## src/rtl/reg_arbiter.sv

```systemverilog
// Two-port round-robin arbiter in front of a simple register file.
// Each granted access runs IDLE -> ACCESS -> RESP: the strobe goes out in
// ACCESS and the requester's ack comes back in RESP.
module reg_arbiter #(
    parameter int ADDR_W = 6,
    parameter int DATA_W = 8
) (
    input  logic              clk,
    input  logic              rst,
    input  logic              m0_req,
    input  logic              m0_we,
    input  logic [ADDR_W-1:0] m0_addr,
    input  logic [DATA_W-1:0] m0_wdata,
    output logic              m0_ack,
    output logic [DATA_W-1:0] m0_rdata,
    input  logic              m1_req,
    input  logic              m1_we,
    input  logic [ADDR_W-1:0] m1_addr,
    input  logic [DATA_W-1:0] m1_wdata,
    output logic              m1_ack,
    output logic [DATA_W-1:0] m1_rdata,
    output logic              read,
    output logic              write,
    output logic [ADDR_W-1:0] addr,
    output logic [DATA_W-1:0] data_write,
    input  logic [DATA_W-1:0] data_read,
    output logic              busy
);

    typedef enum logic [1:0] {
        IDLE   = 2'd0,
        ACCESS = 2'd1,
        RESP   = 2'd2
    } state_t;

    state_t            state_q, state_d;
    logic              gnt_q, gnt_d;     // id of the access in flight
    logic              last_q, last_d;   // id granted most recently
    logic              read_q, read_d;
    logic              write_q, write_d;
    logic              m0_ack_q, m0_ack_d;
    logic              m1_ack_q, m1_ack_d;
    logic [ADDR_W-1:0] addr_q, addr_d;
    logic [DATA_W-1:0] data_write_q, data_write_d;
    logic [DATA_W-1:0] m0_rdata_q, m0_rdata_d;
    logic [DATA_W-1:0] m1_rdata_q, m1_rdata_d;
    logic              pick;

    // Arbitration and next-state / next-output logic for the access sequencer.
    always_comb begin
        state_d      = state_q;
        gnt_d        = gnt_q;
        last_d       = last_q;
        read_d       = 1'b0;
        write_d      = 1'b0;
        m0_ack_d     = 1'b0;
        m1_ack_d     = 1'b0;
        addr_d       = addr_q;
        data_write_d = data_write_q;
        m0_rdata_d   = m0_rdata_q;
        m1_rdata_d   = m1_rdata_q;
        // On contention the port not granted last time wins.
        pick         = (m0_req && m1_req) ? ~last_q : m1_req;

        case (state_q)
            IDLE: begin
                if (m0_req || m1_req) begin
                    gnt_d        = pick;
                    addr_d       = pick ? m1_addr : m0_addr;
                    data_write_d = pick ? m1_wdata : m0_wdata;
                    write_d      = pick ? m1_we : m0_we;
                    read_d       = pick ? ~m1_we : ~m0_we;
                    state_d      = ACCESS;
                end
            end
            ACCESS: begin
                if (read_q) begin
                    if (gnt_q) m1_rdata_d = data_read;
                    else       m0_rdata_d = data_read;
                end
                m0_ack_d = ~gnt_q;
                m1_ack_d = gnt_q;
                state_d  = RESP;
            end
            RESP: begin
                last_d  = gnt_q;
                state_d = IDLE;
            end
            default: state_d = IDLE;
        endcase
    end

    // State and registered outputs; reset aborts any access in flight.
    always_ff @(posedge clk) begin
        if (rst) begin
            state_q      <= IDLE;
            gnt_q        <= 1'b0;
            last_q       <= 1'b1;
            read_q       <= 1'b0;
            write_q      <= 1'b0;
            m0_ack_q     <= 1'b0;
            m1_ack_q     <= 1'b0;
            addr_q       <= '0;
            data_write_q <= '0;
            m0_rdata_q   <= '0;
            m1_rdata_q   <= '0;
        end else begin
            state_q      <= state_d;
            gnt_q        <= gnt_d;
            last_q       <= last_d;
            read_q       <= read_d;
            write_q      <= write_d;
            m0_ack_q     <= m0_ack_d;
            m1_ack_q     <= m1_ack_d;
            addr_q       <= addr_d;
            data_write_q <= data_write_d;
            m0_rdata_q   <= m0_rdata_d;
            m1_rdata_q   <= m1_rdata_d;
        end
    end

    assign read       = read_q;
    assign write      = write_q;
    assign m0_ack     = m0_ack_q;
    assign m1_ack     = m1_ack_q;
    assign addr       = addr_q;
    assign data_write = data_write_q;
    assign m0_rdata   = m0_rdata_q;
    assign m1_rdata   = m1_rdata_q;
    assign busy       = (state_q != IDLE);

endmodule

```

## config.mk

```make
export PLATFORM = sky130hd
export DESIGN_NAME = reg_arbiter
export DESIGN_NICKNAME = d
export VERILOG_FILES = /design/src/rtl/reg_arbiter.sv
export SDC_FILE = /design/constraint.sdc
export NUM_CORES = 1
export LEC_CHECK = 0
export BUFFER_PORTS_ARGS = -buffer_cell sky130_fd_sc_hd__buf_2
export CAP_MARGIN = 20
export CORE_ASPECT_RATIO = 1.25
export CORE_MARGIN = 2
export CORE_UTILIZATION = 40
export DETAILED_ROUTE_END_ITERATION = 10
export HOLD_SLACK_MARGIN = 0.05
export PLACE_DENSITY = 0.7
export SLEW_MARGIN = 25
export SYNTH_ARGS = -nofsm -noshare
export SYNTH_HDL_FRONTEND = slang
export SYNTH_SLANG_ARGS = --single-unit
```

## constraint.sdc

```tcl
create_clock -name clk -period 1.3 [get_ports clk]
set_input_delay 0.39 -clock clk [delete_from_list [all_inputs] [get_ports clk]]
set_output_delay 0.39 -clock clk [all_outputs]
set_load 0.05 [all_outputs]
```

==> impl_metrics.toml, run 1 <==
[run_status]
status = "finished with violations"
failed_checks = "negative setup slack"

[detailed_routing]
wl_met2_um = 1870
drc = 0
wl_um = 3680
dr_total_vias = 1460
drt-met1-wl_um = 1490
firstDrtPassIters = 3
final_antenna_net_count = 0
wl_met3_um = 271
wire_per_inst_um = 12.0
vias_per_cell = 4.74
drt_iter0_drc = 51
top_layer_used = "met4"

[floorplanning]
ios = 77
core_area_mm2 = 0.00403
die_x_um = 61.7
rows = 26
dieHeight_um = 76.1
start_util_pct = 41.2
fp.dieArea_mm2 = 0.00469

[logic_synthesis]
synth.avg_cell_area_um2 = 9.78
async_flop_share_pct = 0
synthTopCellsByCount = "46 x nand2_1, 38 x dfxtp_1, 14 x a21oi_1"
seq_area_frac_synth_pct = 45.7
synth.area.top_cells = "dfxtp_1 46%, nand2_1 10%, a311oi_2 9.9%, mux2i_1 5.4%, a21oi_2 4.7%"
ys_types = 27
synth-main-ff-cell = "dfxtp_1"
syn_nets = 212
yosys.area.top_type = "dfxtp_1"
syn_area_mm2 = 0.00166
netlist_instances = 170
synth-seq-cells = 38
yosysWarnings = 0
synth_top_cell_area_share_pct = 45.7
synth_edf_count = 0
yosysMostFrequentCell = "nand2_1"

[sta]
fmax_mhz = 740
hold_viol = 0
fin_setup_tns_ns = -0.0508
setup_violations = 1
period_needed_ns = 1.35
layout_setup_ws_ns = -0.0508
slew_viol_final = 0
rsz0062_at_grt = "yes"
fin_crit_sh_pct = 104
whs_ns = 0.312
tightest_slew_ns = 0.308
slew_headroom_pct = 79.4
fin_worst_skew_ns = 0.00642

[global_routing]
grt_max_degree = 20
antenna_found_initial = 0
grt_use_total_pct = 17.1
first_global_vias = 1366
grt_pass1_wl_um = 6020
overflow = 0

[placed_design]
dp.final_hpwl_um = 2760
place_inst = 300
place.gp.congestion = 0.684
portBuffers = 76

[clock_tree]
htree_levels = 2
clk_latency_ns = 0.28
max-clock-path-buffers = 2
numCtsBuffers = 5
cts-root-buf = "clkbuf_8"
clkTransAtPathRegs_ns = 0.06
cts.sinks = 38
cts_tree = "done"

[final_layout]
syn2layout_area_growth_pct = 40.0
num_antenna_cells = 0
final-instance-count-excl-fill = 308
drive_above_1_share_pct = 48.4
final_nets = 294

[critical_path]
crit_type = "flip-flop to output pin"
crit_start = "state_q[1]"
path_buf_inv = 2
critPathArrivalTime_ns = 0.96
start_kind = "flip-flop"
max_stage_delay_ns = 0.37
path_max_fanout = 6
r2r_start = "read"
critPathSlowestCell = "dfxtp_4"
cp.required_ns = 0.91
path_delay_family = "flip-flops"
crit_chain = "nor2_4 > inv_2 > buf_6"
endpoint_kind = "output pin"

[pwr]
leakagePower_uw = 0.000986
ir_drop_mv = 0.616
power_density_mw_per_mm2 = 1220

[flow_run]
maxCapViolCount = 0

[hold_path]
hold_start = "rst"
hp-class = "primary input to flip-flop"
[report_power, final]
part | switching [µW] | total (µW) | internal (µW) | leakage (µW)
clock network | 375 | 795 | 420 | 0.0000443
logic | 464 | 753 | 289 | 0.000630
registers | 50.4 | 1290 | 1240 | 0.000313
[worst paths after layout]
path	end	slack, ns	cells past startpoint
setup reg to reg	m0_rdata[1]	0.07	4
hold / removal	state_q[1]	0.31	2
setup / recovery	busy	-0.05	3
hold reg to reg	m1_rdata[4]	0.45	2
[timing repair]
action	in CTS	in global routing
hold buffers	0	0
pin swaps	0	1
setup endpoints to repair	14	37
endpoints found under the hold margin	0	0
resized for setup	15	22
setup buffers	0	1
[through the flow]
stage	power, µW	area [µm²]	utilization (%)	setup WS (ns)
2_1_floorplan	1820	1670	-	0.0341
4_1_cts	2840	2250	55.9	-0.0708
6_report	2830	2330	57.7	-0.0508
3_5_place_dp	2020	2130	52.9	-0.0596
3_3_place_gp	2010	2130	52.9	-0.0293
5_1_grt	2990	2330	57.7	-0.115
[registers in the layout, indices dropped and copies added, names as in the netlist]
signal,flops
m0_rdata,8
m0_ack,1
m1_ack,1
addr,6
gnt_q,1
write,1
last_q,1
read,1
m1_rdata,8
data_write,8
state_q,2
[metal layers]
layer | track usage [%] | vias up
met5 | 0 | -
met4 | 5.74 | 0
met3 | 6.79 | 5
met2 | 28.1 | 51
met1 | 19.3 | 654
li1 | - | 750
[cells in the final DEF (no fill, tap or decap), types with 2 or more instances in the layout]
cell type | synthesis | layout
clkbuf_4 | 0 | 19
a311oi_1 | 3 | 3
nand2_1 | 46 | 46
dfxtp_1 | 38 | 35
nor2b_1 | 3 | 3
nor2_1 | 10 | 10
a21oi_1 | 14 | 14
buf_2 | 2 | 45
clkbuf_8 | 0 | 6
nor3b_1 | 2 | 2
mux2i_1 | 9 | 9
buf_6 | 3 | 2
a21oi_2 | 9 | 9
a311oi_2 | 11 | 11
buf_4 | 3 | 17
dfxtp_4 | 0 | 2
nor2_4 | 2 | 2
buf_12 | 1 | 4
[area by class of cell]
cell class,count,area (µm²)
timing repair buffer,87,598
inverter,1,3.75
fill,395,1710
clock buffer,7,86.3
sequential,38,769
tap,56,70.1
multi-input combinational,119,801
[worst register-to-register path: cells and delay by family (launching register included)]
kind / cells / cell delay, ns
muxes: 1 / 0.20
and+or+nand+nor: 2 / 0.38
DFF: 1 / 0.36
buffers and inverters: 1 / 0.18
[kinds of logic after synthesis]
kind of cell    share of synthesized area, %
mux                                     5.42
flops                                   45.7
compound gates                          23.0
buf+inv                                 6.09
simple gates                            19.7
Note: power is estimated with default switching activity, not from simulation.
==> run 2: changes to the inputs <==
--- a/config.mk
+++ b/config.mk
@@ -8,11 +8,10 @@
 export BUFFER_PORTS_ARGS = -buffer_cell sky130_fd_sc_hd__buf_2
 export CAP_MARGIN = 20
 export CORE_ASPECT_RATIO = 1.25
-export CORE_MARGIN = 2
 export CORE_UTILIZATION = 40
 export DETAILED_ROUTE_END_ITERATION = 10
 export HOLD_SLACK_MARGIN = 0.05
-export PLACE_DENSITY = 0.7
+export PLACE_DENSITY = 0.73
 export SLEW_MARGIN = 25
 export SYNTH_ARGS = -nofsm -noshare
 export SYNTH_HDL_FRONTEND = slang
==> constraint.sdc (replaced) <==
create_clock -name clk -period 1.1 [get_ports clk]
set_input_delay 0.33 -clock clk [delete_from_list [all_inputs] [get_ports clk]]
set_output_delay 0.33 -clock clk [all_outputs]
set_load 0.05 [all_outputs]
==> run 2 against run 1 <==
- the flow still finishes with violations (negative setup slack)
- clock skew is 0.0031 ns lower
- utilization is 17 points higher
- sequential cell count stayed put
- count of clock-buffer cells in the layout is 1 lower
- sequential power is 20% higher
- non-clock buffer count is 21 higher
- critical endpoint unchanged
- largest power group unchanged
- highest routed layer unchanged
==> impl_metrics.toml, run 2 (synthesis results as in run 1) <==
[hold_path]
hp-class = "primary input to flip-flop"

[placed_design]
portBuffers = 76
dp.final_hpwl_um = 2700
postPlaceCellArea_mm2 = 0.00216
post-place-ws_ns = -0.191
place.gp.congestion = 0.740

[global_routing]
antenna_found_initial = 0
overflow = 0
grt_use_total_pct = 20.2
grt_pass1_wl_um = 6550
grt_max_degree = 17
first_global_vias = 1514

[detailed_routing]
firstDrtPassIters = 4
drt_iter0_drc = 57
dr_total_vias = 1644
final_antenna_net_count = 0
wire_per_inst_um = 14.2
vias_per_cell = 5.01
wl_um = 4660
drc = 0

[clock_tree]
cts.sinks = 38
clkTransAtPathRegs_ns = 0.07
htree_levels = 2
cts-root-buf = "clkbuf_8"
numCtsBuffers = 5
max-clock-path-buffers = 2
clk_latency_ns = 0.28
cts_tree = "done"

[final_layout]
drive_above_1_share_pct = 70.8
layout_commonest_cell = "buf_2"
num_antenna_cells = 0
final_util_pct = 75.1
final_area_mm2 = 0.00291
final_cell_mix = "41 x buf_2, 37 x nand2_1, 33 x dfxtp_2, 33 x buf_8, 22 x buf_4"
final_nets = 315
syn2layout_area_growth_pct = 75.2

[floorplanning]
rows = 25
ios = 77
dieHeight_um = 74.1
core_area_mm2 = 0.00388
die_x_um = 59.7
start_util_pct = 42.9
fp.dieArea_mm2 = 0.00442

[sta]
fmax_mhz = 750
layout_setup_ws_ns = -0.233
rsz0062_at_grt = "yes"
tightest_slew_ns = 0.306
hold_viol = 0
period_needed_ns = 1.33
fin_crit_sh_pct = 121
setup_violations = 54
slew_headroom_pct = 79.5
fin_worst_skew_ns = 0.00328
slew_viol_final = 0

[critical_path]
endpoint_kind = "output pin"
start_kind = "flip-flop"
crit_type = "flip-flop to output pin"
path_max_fanout = 3
cp.required_ns = 0.77
critPathArrivalTime_ns = 1.00

[pwr]
power.total_uw = 3640
ir_drop_mv = 0.882
leakagePower_uw = 0.00123
power_density_mw_per_mm2 = 1250

[run_status]
status = "finished with violations"
failed_checks = "negative setup slack"

[flow_run]
maxCapViolCount = 0
==> run 2: cell type report <==
class | instances | area (µm²)
clock inverter | 2 | 8.76
tap | 54 | 67.6
sequential | 38 | 821
clock buffer | 6 | 72.6
multi-input combinational | 119 | 885
inverter | 1 | 8.76
timing repair buffer | 108 | 1050
fill | 287 | 966
==> run 2: worst paths after layout <==
kind,start,end,slack (ns),cells after the start
setup / recovery,state_q[0],busy,-0.23,3
hold / removal,data_read[2],m1_rdata[2],0.28,3
setup reg to reg,state_q[0],m0_rdata[0],-0.18,4
hold reg to reg,m1_rdata[6],m1_rdata[6],0.48,2
==> run 2: worst max-delay path: stages, from the launching register on <==
cell and delay [ns]:
dfxtp_4 0.36, nor2_4 0.16, inv_6 0.06, buf_8 0.14
==> run 2: metal layers <==
layer / global-route usage, % / wire length, µm / vias to the layer above
met5: 0 / 0 / -
met4: 11.4 / 114 / 0
met3: 5.39 / 281 / 11
met2: 37.3 / 2510 / 72
met1: 20.0 / 1750 / 768
li1: - / - / 793
==> run 2: per-stage QoR <==
step	TNS (ns)	hold slack (ns)	instances
floorplan	-1.53	0.466	170
global placement	-3.86	0.442	301
detailed placement	-4.59	0.445	301
CTS	-2.80	0.271	318
global route	-5.47	0.275	328
finish	-2.99	0.284	328
==> run 2: repair_timing <==
| item | 4_1_cts | 5_1_grt |
|---|---|---|
| hold buffers | 0 | 0 |
| cloned | 0 | 1 |
| endpoints found under the setup margin | 67 | 69 |
| pin swaps | 2 | 19 |
| buffers inserted | 9 | 10 |
| resized for setup | 127 | 43 |
==> run 2: report_power, final <==
| part | internal (µW) | total, µW | switching [µW] |
|---|---|---|---|
| logic | 563 | 1190 | 630 |
| clock network | 435 | 896 | 461 |
| registers | 1470 | 1550 | 80.5 |
